==> src/rtl/io_cmos_dly_code_stepper_pkg.sv <==
// Shared types, constants and the binary-to-gray code mapping
// used by the NAND delay-line code stepper.
package io_cmos_dly_pkg;

  localparam int CODE_W = 7;
  localparam logic [CODE_W-1:0] MAX_CODE = 7'd64;

  typedef enum logic [1:0] {
    IDLE,
    STEP,
    SETTLE
  } state_e;

  // The low six bits saturate at 63 so that 63->64 flips only bit 6.
  function automatic logic [CODE_W-1:0] bin2gray7(input logic [CODE_W-1:0] c);
    logic [5:0] x;
    x = (c > 7'd63) ? 6'd63 : c[5:0];
    return {c[6], x ^ (x >> 1)};
  endfunction

endpackage

==> src/rtl/io_cmos_dly_code_stepper_if.sv <==
// Target handshake plus code/status outputs of the delay code stepper.
interface io_cmos_dly_code_stepper_if;
  import io_cmos_dly_pkg::*;

  logic [CODE_W-1:0] tgt_code;
  logic              tgt_valid;
  logic              tgt_ready;
  logic              freeze;
  logic [CODE_W-1:0] gray;
  logic [CODE_W-1:0] cur_code;
  logic              busy;
  logic              done;

  modport master (
    output tgt_code, tgt_valid, freeze,
    input  tgt_ready, gray, cur_code, busy, done
  );

  modport slave (
    input  tgt_code, tgt_valid, freeze,
    output tgt_ready, gray, cur_code, busy, done
  );

endinterface

==> src/rtl/io_cmos_dly_code_stepper_bin2gray7.sv <==
// Combinational binary-to-gray map; fed with the next code so the
// gray output can be registered directly.
module io_cmos_dly_bin2gray7
  import io_cmos_dly_pkg::*;
(
  input  logic [CODE_W-1:0] bin,
  output logic [CODE_W-1:0] gray
);

  assign gray = bin2gray7(bin);

endmodule

==> src/rtl/io_cmos_dly_code_stepper.sv <==
// Walks the registered gray delay code one step at a time toward an
// accepted target, with a settle interval after each step.
//
// state  | meaning
// IDLE   | waiting for a target; tgt_ready high unless frozen
// STEP   | move code one toward target, or finish with done if already there
// SETTLE | count down the settle interval before the next STEP
module io_cmos_dly_code_stepper
  import io_cmos_dly_pkg::*;
#(
  parameter int SETTLE_CYC = 4,
  parameter int RESET_CODE = 0
) (
  input  logic                        clk,
  input  logic                        reset_n,
  io_cmos_dly_code_stepper_if.slave   bus
);

  localparam logic [CODE_W-1:0] RST_CODE = CODE_W'(RESET_CODE);
  localparam logic [3:0]        CNT_LOAD = 4'(SETTLE_CYC - 1);

  state_e            state_q, state_d;
  logic [3:0]        cnt_q, cnt_d;
  logic [CODE_W-1:0] cur_q, cur_d;
  logic [CODE_W-1:0] tgt_q, tgt_d;
  logic [CODE_W-1:0] gray_q, gray_d;
  logic              busy_q, busy_d;
  logic              done_q, done_d;
  logic [CODE_W-1:0] tgt_clamp;

  assign tgt_clamp = (bus.tgt_code > MAX_CODE) ? MAX_CODE : bus.tgt_code;

  io_cmos_dly_bin2gray7 u_bin2gray7 (
    .bin  (cur_d),
    .gray (gray_d)
  );

  // Every transition is gated by freeze so a frozen cycle is a pure stall.
  always_comb begin
    state_d = state_q;
    cnt_d   = cnt_q;
    cur_d   = cur_q;
    tgt_d   = tgt_q;
    busy_d  = busy_q;
    done_d  = 1'b0;
    if (!bus.freeze) begin
      case (state_q)
        IDLE: begin
          if (bus.tgt_valid) begin
            tgt_d   = tgt_clamp;
            busy_d  = (tgt_clamp != cur_q);
            state_d = STEP;
          end
        end
        STEP: begin
          if (cur_q == tgt_q) begin
            state_d = IDLE;
            done_d  = 1'b1;
            busy_d  = 1'b0;
          end else begin
            cur_d   = (tgt_q > cur_q) ? cur_q + 7'd1 : cur_q - 7'd1;
            cnt_d   = CNT_LOAD;
            state_d = SETTLE;
          end
        end
        SETTLE: begin
          if (cnt_q != 4'd0) cnt_d = cnt_q - 4'd1;
          else               state_d = STEP;
        end
        default: state_d = IDLE;
      endcase
    end
  end

  always_ff @(posedge clk or negedge reset_n) begin
    if (!reset_n) begin
      state_q <= IDLE;
      cnt_q   <= 4'd0;
      cur_q   <= RST_CODE;
      tgt_q   <= RST_CODE;
      gray_q  <= bin2gray7(RST_CODE);
      busy_q  <= 1'b0;
      done_q  <= 1'b0;
    end else begin
      state_q <= state_d;
      cnt_q   <= cnt_d;
      cur_q   <= cur_d;
      tgt_q   <= tgt_d;
      gray_q  <= gray_d;
      busy_q  <= busy_d;
      done_q  <= done_d;
    end
  end

  assign bus.tgt_ready = (state_q == IDLE) & ~bus.freeze;
  assign bus.gray      = gray_q;
  assign bus.cur_code  = cur_q;
  assign bus.busy      = busy_q;
  assign bus.done      = done_q;

endmodule

==> src/flat_wrapper.sv <==
// flat-port wrapper written by rule: the top's interface ports become plain ports
module io_cmos_dly_code_stepper_flat import io_cmos_dly_pkg::*;
#(
  parameter int SETTLE_CYC = 4,
  parameter int RESET_CODE = 0
)
  (clk, reset_n, bus_tgt_code, bus_tgt_valid, bus_freeze, bus_tgt_ready, bus_gray, bus_cur_code, bus_busy, bus_done);
  io_cmos_dly_code_stepper_if bus_i ();
  input  logic clk;
  input  logic reset_n;
  input wire logic [$bits(bus_i.tgt_code)-1:0] bus_tgt_code;
  input wire logic [$bits(bus_i.tgt_valid)-1:0] bus_tgt_valid;
  input wire logic [$bits(bus_i.freeze)-1:0] bus_freeze;
  output wire logic [$bits(bus_i.tgt_ready)-1:0] bus_tgt_ready;
  output wire logic [$bits(bus_i.gray)-1:0] bus_gray;
  output wire logic [$bits(bus_i.cur_code)-1:0] bus_cur_code;
  output wire logic [$bits(bus_i.busy)-1:0] bus_busy;
  output wire logic [$bits(bus_i.done)-1:0] bus_done;
  assign bus_i.tgt_code = bus_tgt_code;
  assign bus_i.tgt_valid = bus_tgt_valid;
  assign bus_i.freeze = bus_freeze;
  assign bus_tgt_ready = bus_i.tgt_ready;
  assign bus_gray = bus_i.gray;
  assign bus_cur_code = bus_i.cur_code;
  assign bus_busy = bus_i.busy;
  assign bus_done = bus_i.done;
  io_cmos_dly_code_stepper #(.SETTLE_CYC(SETTLE_CYC), .RESET_CODE(RESET_CODE)) u_core (.clk(clk), .reset_n(reset_n), .bus(bus_i));
endmodule
==> config.mk <==
export PLATFORM = sky130hd
export DESIGN_NAME = io_cmos_dly_code_stepper_flat
export DESIGN_NICKNAME = d
export VERILOG_FILES = /design/src/rtl/io_cmos_dly_code_stepper_pkg.sv /design/src/rtl/io_cmos_dly_code_stepper_if.sv /design/src/rtl/io_cmos_dly_code_stepper_bin2gray7.sv /design/src/rtl/io_cmos_dly_code_stepper.sv /design/src/flat_wrapper.sv
export SDC_FILE = /design/constraint.sdc
export NUM_CORES = 1
export LEC_CHECK = 0
export BUFFER_PORTS_ARGS = -buffer_cell sky130_fd_sc_hd__buf_4
export CORE_ASPECT_RATIO = 1.75
export CORE_MARGIN = 3
export CORE_UTILIZATION = 40
export DETAILED_ROUTE_END_ITERATION = 6
export GPL_TIMING_DRIVEN = 1
export SLEW_MARGIN = 15
export SYNTH_ARGS = -nofsm -noshare
export SYNTH_HDL_FRONTEND = slang
export SYNTH_SLANG_ARGS = --single-unit
==> constraint.sdc <==
create_clock -name clk -period 4 [get_ports clk]
set_clock_uncertainty 0.05 [all_clocks]
set_input_delay 0.4 -clock clk [delete_from_list [all_inputs] [get_ports clk]]
set_output_delay 0.4 -clock clk [all_outputs]
set_load 0.02 [all_outputs]
==> out/qor.txt, run 1 <==
Outcome - complete, no violations
Hold Path Class - in -> reg
Die footprint - 5650 µm²
Placed inst area - 2160 µm²
H-tree Lvls - 1
Mux cell area share after synthesis - 0.0454
Commonest non-fill, non-tap cell in the layout - buf_4
WP data required - 4.11 ns
Initial core utilization - 0.424
Actual slew at the worst max-slew pin - 0.773 ns
Pin count of the biggest net entering global routing - 29
Top FF cell, synth - dfrtp_1
IO Pins - 28
Final hold vios - 0
Routed Antenna Nets - 0
Final Wtd Congestion - 0.834
Max Freq - 0.290 GHz
Min cycle time layout - 3.45 ns
Most frequent cells in the layout - 29 x buf_4, 28 x dfrtp_1, 21 x inv_1
Setup_tns - 0 ns
Max-cap violations - 0
Number of global-route vias before repair - 1,473
Clk sinks - 28
Final instance area - 2220 µm²
Vias - 1,453
Post-Synth Simple-Gate Area - 0.173
Compound-Gate Fraction of Synth Area - 0.161
Detailed Place HPWL - 3220 µm
Post-CTS Setup Bufs - 0
Total gr overflow - 0
Tcrit/Tclk final - 0.862
Worst setup SP type - register
CTS tree - done
Critical-path cell list - inv_1, ha_1, nand4_2, a21oi_2, nor3_2, or2_2, ha_1, a21oi_1, o21ai_2, a31oi_1, xor2_1, nor3_2, or3_1
Drt wl/cell - 14.6 µm
Final max-slew violation count - 0
Number of synthesized flops with an enable pin - 0
Clock slew at reported path FFs - 0.10 ns
Mapped Cells - 197
First-pass GRT wire length - 6870 µm
Total CTS buffers - 3
Core area - 4480 µm²
Crit Path Max Fanout - 8
IO buf count - 27
Slowest stage cell, crit path - dfrtp_1
Die X - 58.1 µm
Area growth syn-to-layout - 16.8%
Layout cells sized above 1 - 0.233
Clk root buf - clkbuf_8
Register area share after synthesis - 0.368
Gr usage total - 0.154
Syn Nets - 229
Register bit total from synthesis - 28
Final Net Count - 260
Row Count - 32
RSZ-0062 raised after global routing - no
DR vias/cell - 5.23
Unique masters post-synth - 45
Die height - 97.2 µm
Synth Cell Area - 1900 µm²
Crit end category - register
Setup violators final - 0
CP arrival - 3.56 ns
XOR/XNOR Fraction of Synth Area - 0.0546
Routed WL - 4060 µm
CP peak stage delay - 0.53 ns
Clk buf depth - 2
DR DRC count - 0
DR pass1 iterations - 4
Post-CTS resize count - 0
Warnings from Yosys - 0
# hold bufs at CTS - 1
Clock latency on the worst-skew pair - 0.27 ns
Asr flop ratio synth - 1.00
Initial antenna violation count - 0
Slew margin rel. - 0.485
Antenna cell count - 0
Mean area per synthesized cell - 9.65 µm²
Critical path class - reg -> reg
Post-synthesis adder-cell area fraction - 0.142
Iter 0 DRT Violations - 23
Largest family of logic cells by synthesized area - simple AND/OR/NAND/NOR gates
[registers in the layout, summed over array words and instances, names as in the netlist]
signal / flops
u_core.bus.cur_code: 7
u_core.tgt_q: 7
u_core.bus.gray: 6
u_core.cnt_q: 4
u_core.state_q: 2
u_core.bus.busy: 1
u_core.bus.done: 1
[metrics by stage]
stage | utilization | hold WS, ns | instances | setup slack [ns]
3_5_place_dp | 0.481 | 0.299 | 273 | 0.571
4_1_cts | 0.496 | 0.361 | 278 | 0.543
5_1_grt | 0.496 | 0.386 | 278 | 0.335
2_1_floorplan | - | 0.0544 | 197 | 0.713
3_3_place_gp | 0.481 | 0.299 | 273 | 0.642
6_report | 0.496 | 0.364 | 278 | 0.553
[synth_stat cells (2+ instances only)]
cell type / n / area share
a31oi_1: 3 / 0.0099
nand3b_1: 2 / 0.0079
xor2_1: 5 / 0.023
o21ai_2: 3 / 0.014
mux2i_1: 3 / 0.016
clkbuf_1: 2 / 0.0039
inv_1: 21 / 0.041
o21a_1: 2 / 0.0079
nor3_2: 2 / 0.011
nor3_1: 7 / 0.018
and3_1: 2 / 0.0066
mux2i_4: 2 / 0.024
o32ai_1: 2 / 0.0092
nor2_1: 8 / 0.016
a21oi_2: 2 / 0.0092
dfrtp_1: 28 / 0.37
ha_1: 20 / 0.13
a21o_1: 2 / 0.0079
nand2b_1: 7 / 0.023
xnor2_1: 5 / 0.023
a21oi_1: 8 / 0.021
nand3_1: 6 / 0.016
or2_2: 2 / 0.0066
nand2_1: 17 / 0.034
o21ai_1: 2 / 0.0053
o21ai_0: 15 / 0.039
[cells by family after synthesis]
kind of cell,Yosys count
multiplexers,6
buffers and inverters,25
AO/OA/AOI/OAI,45
AND/OR/NAND/NOR,61
XOR/XNOR,11
adder cells (fa/ha/maj),21
flip-flops,28
[final cells by class]
class,count,area (µm²)
Timing Repair Buffer,30,228
Inverter,21,78.8
Multi-Input combinational cell,144,1100
Sequential cell,28,701
Clock buffer,4,55.1
Fill cell,443,2260
Tap cell,51,63.8
[metal layers]
| metal | up-vias | track usage | wire [µm] |
|---|---|---|---|
| li1 | 736 | - | - |
| met1 | 682 | 0.193 | 1710 |
| met2 | 27 | 0.265 | 2140 |
| met3 | 8 | 0.0186 | 132 |
| met4 | 0 | 0.0536 | 77 |
| met5 | - | 0 | 0 |
[worst paths after layout]
path	end	slack, ns	cells after the start	from
max	u_core.bus.gray[5]	0.55	13	u_core.bus.cur_code[4]
min	u_core.tgt_q[5]	0.36	3	bus_tgt_code[5]
max reg2reg	u_core.bus.gray[5]	0.55	13	u_core.bus.cur_code[4]
min reg2reg	u_core.cnt_q[3]	0.43	1	u_core.cnt_q[3]
max in group asynchronous	u_core.tgt_q[6]	3.09	2	reset_n
min in group asynchronous	u_core.cnt_q[3]	0.53	2	reset_n
[worst max-delay path, delay by kind of cell (launching register included)]
kind | cells | cell delay [ns]
adders and majority gates | 2 | 0.69
xor gates and xnor gates | 1 | 0.28
buffers and inverters | 1 | 0.10
and+or+nand+nor | 5 | 1.05
DFF | 1 | 0.53
AOI/OAI and AO/OA | 4 | 0.63
Power of run 1 is not shown: default switching activity piles up to over one toggle a cycle in this logic, so the estimate is an artifact.
==> run 2: changes to the inputs <==
--- a/config.mk
+++ b/config.mk
@@ -6,7 +6,7 @@
 export NUM_CORES = 1
 export LEC_CHECK = 0
 export BUFFER_PORTS_ARGS = -buffer_cell sky130_fd_sc_hd__buf_4
-export CORE_ASPECT_RATIO = 1.75
+export CORE_ASPECT_RATIO = 0.75
 export CORE_MARGIN = 3
 export CORE_UTILIZATION = 40
 export DETAILED_ROUTE_END_ITERATION = 6
==> out/qor.txt, run 2 (same netlist as run 1, synthesis figures left out) <==
Top layer in use - met4
Layout cells sized above 1 - 0.233
Number of global-route vias before repair - 1,323
Routed WL - 3910 µm
Hold Crit Start - bus_tgt_code[2]
Gr usage total - 0.150
Die X - 85.6 µm
IO Pins - 28
CTS tree - done
Pin count of the biggest net entering global routing - 29
Slew margin rel. - 0.506
Clock latency on the worst-skew pair - 0.28 ns
DR vias/cell - 4.97
H-tree Lvls - 1
Min cycle time layout - 3.48 ns
Die footprint - 5630 µm²
Finished Layout Cells - 284
Critical path class - reg -> reg
# fillers - 441
Detailed Place HPWL - 3090 µm
R2r endpoint - u_core.bus.gray[5]
Actual slew at the worst max-slew pin - 0.740 ns
Crit Path Max Fanout - 8
Antenna cell count - 0
Placed insts - 279
Outcome - complete, no violations
Hold Path Class - in -> reg
Clk root buf - clkbuf_8
Setup_tns - 0 ns
IO buf count - 27
R2R Setup Slk - 0.52 ns
Max Freq - 0.287 GHz
WP data required - 4.12 ns
Final instance area - 2230 µm²
CP arrival - 3.60 ns
Clock slew at reported path FFs - 0.10 ns
First-pass GRT wire length - 6510 µm
Clk buf depth - 2
Final hold vios - 0
Placed inst area - 2160 µm²
Max-cap violations - 0
Final max-slew violation count - 0
Initial core utilization - 0.421
Final Util - 0.493
Commonest non-fill, non-tap cell in the layout - buf_4
Clk sinks - 28
Drt wl/cell - 13.8 µm
DR pass1 iterations - 4
Met2 wire len - 1470 µm
Post-CTS Setup Bufs - 0
Iter 0 DRT Violations - 47
Row Count - 21
Routed Antenna Nets - 0
Crit end category - register
RSZ-0062 raised after global routing - no
Setup violators final - 0
Worst setup SP type - register
Routed wl met3 - 183 µm
Tcrit/Tclk final - 0.871
Core area - 4520 µm²
Die height - 65.7 µm
Final Wtd Congestion - 0.868
Worst Hold Path EP - u_core.tgt_q[2]
Reg2reg start - u_core.bus.cur_code[4]
Total CTS buffers - 3
Most frequent cells in the layout - 29 x buf_4, 28 x dfrtp_1, 21 x inv_1
Initial antenna violation count - 0
M1 WL - 2230 µm
Final Net Count - 260
Vias - 1,411
Area growth syn-to-layout - 17.2%
Worst reg2reg path depth - 13
DR DRC count - 0
Total gr overflow - 0
WHS Path Cells - 3
[run 2: cell counts in the layout (fill, tap and decap cells not counted)]
Identical to the previous run, type by type.
[run 2: worst max path at each step]
stage,from,endpoint,cells past startpoint
2_1_floorplan,u_core.bus.cur_code[4],u_core.bus.gray[5],13
3_3_place_gp,u_core.bus.cur_code[4],u_core.bus.gray[5],13
3_5_place_dp,u_core.bus.cur_code[4],u_core.bus.gray[5],13
4_1_cts,u_core.bus.cur_code[4],u_core.bus.gray[5],13
5_1_grt,u_core.bus.cur_code[4],u_core.bus.gray[5],13
6_report,u_core.bus.cur_code[4],u_core.bus.gray[5],13
[run 2: cell type report]
cell class / count / area (µm²) / share of cell area
clock buffer: 4 / 55.1 / 0.0247
inverter: 21 / 78.8 / 0.0354
multi-input combinational: 144 / 1100 / 0.492
sequential: 28 / 701 / 0.314
tap: 57 / 71.3 / 0.0320
timing repair buffer: 30 / 228 / 0.102
[run 2: what timing repair did]
item | 4_1_cts | 5_1_grt
hold buffers | 1 | 0
resized for setup | 0 | 0
setup endpoints to repair | 0 | 0
hold endpoints to repair | 28 | 0
[run 2: worst max-delay path, cell delays in order, from the launching register on]
cell     delay [ns]
dfrtp_1        0.52
inv_1          0.10
ha_1           0.34
nand4_2        0.16
a21oi_2        0.15
nor3_2         0.07
or2_2          0.38
ha_1           0.38
a21oi_1        0.17
o21ai_2        0.09
a31oi_1        0.23
xor2_1         0.13
o21a_2         0.26
or3_1          0.34
[run 2: routing by layer]
layer	vias up	track usage
met1	636	0.239
met5	-	0
met3	2	0.0338
met4	0	0.0316
met2	33	0.201
li1	740	-
[run 2: through the flow]
step / setup slack, ns / hold WS, ns
floorplan: 0.713 / 0.0544
global placement: 0.661 / 0.296
detailed placement: 0.564 / 0.300
CTS: 0.535 / 0.339
global route: 0.344 / 0.378
finish: 0.518 / 0.351
Power of run 2 is left out for the same reason.
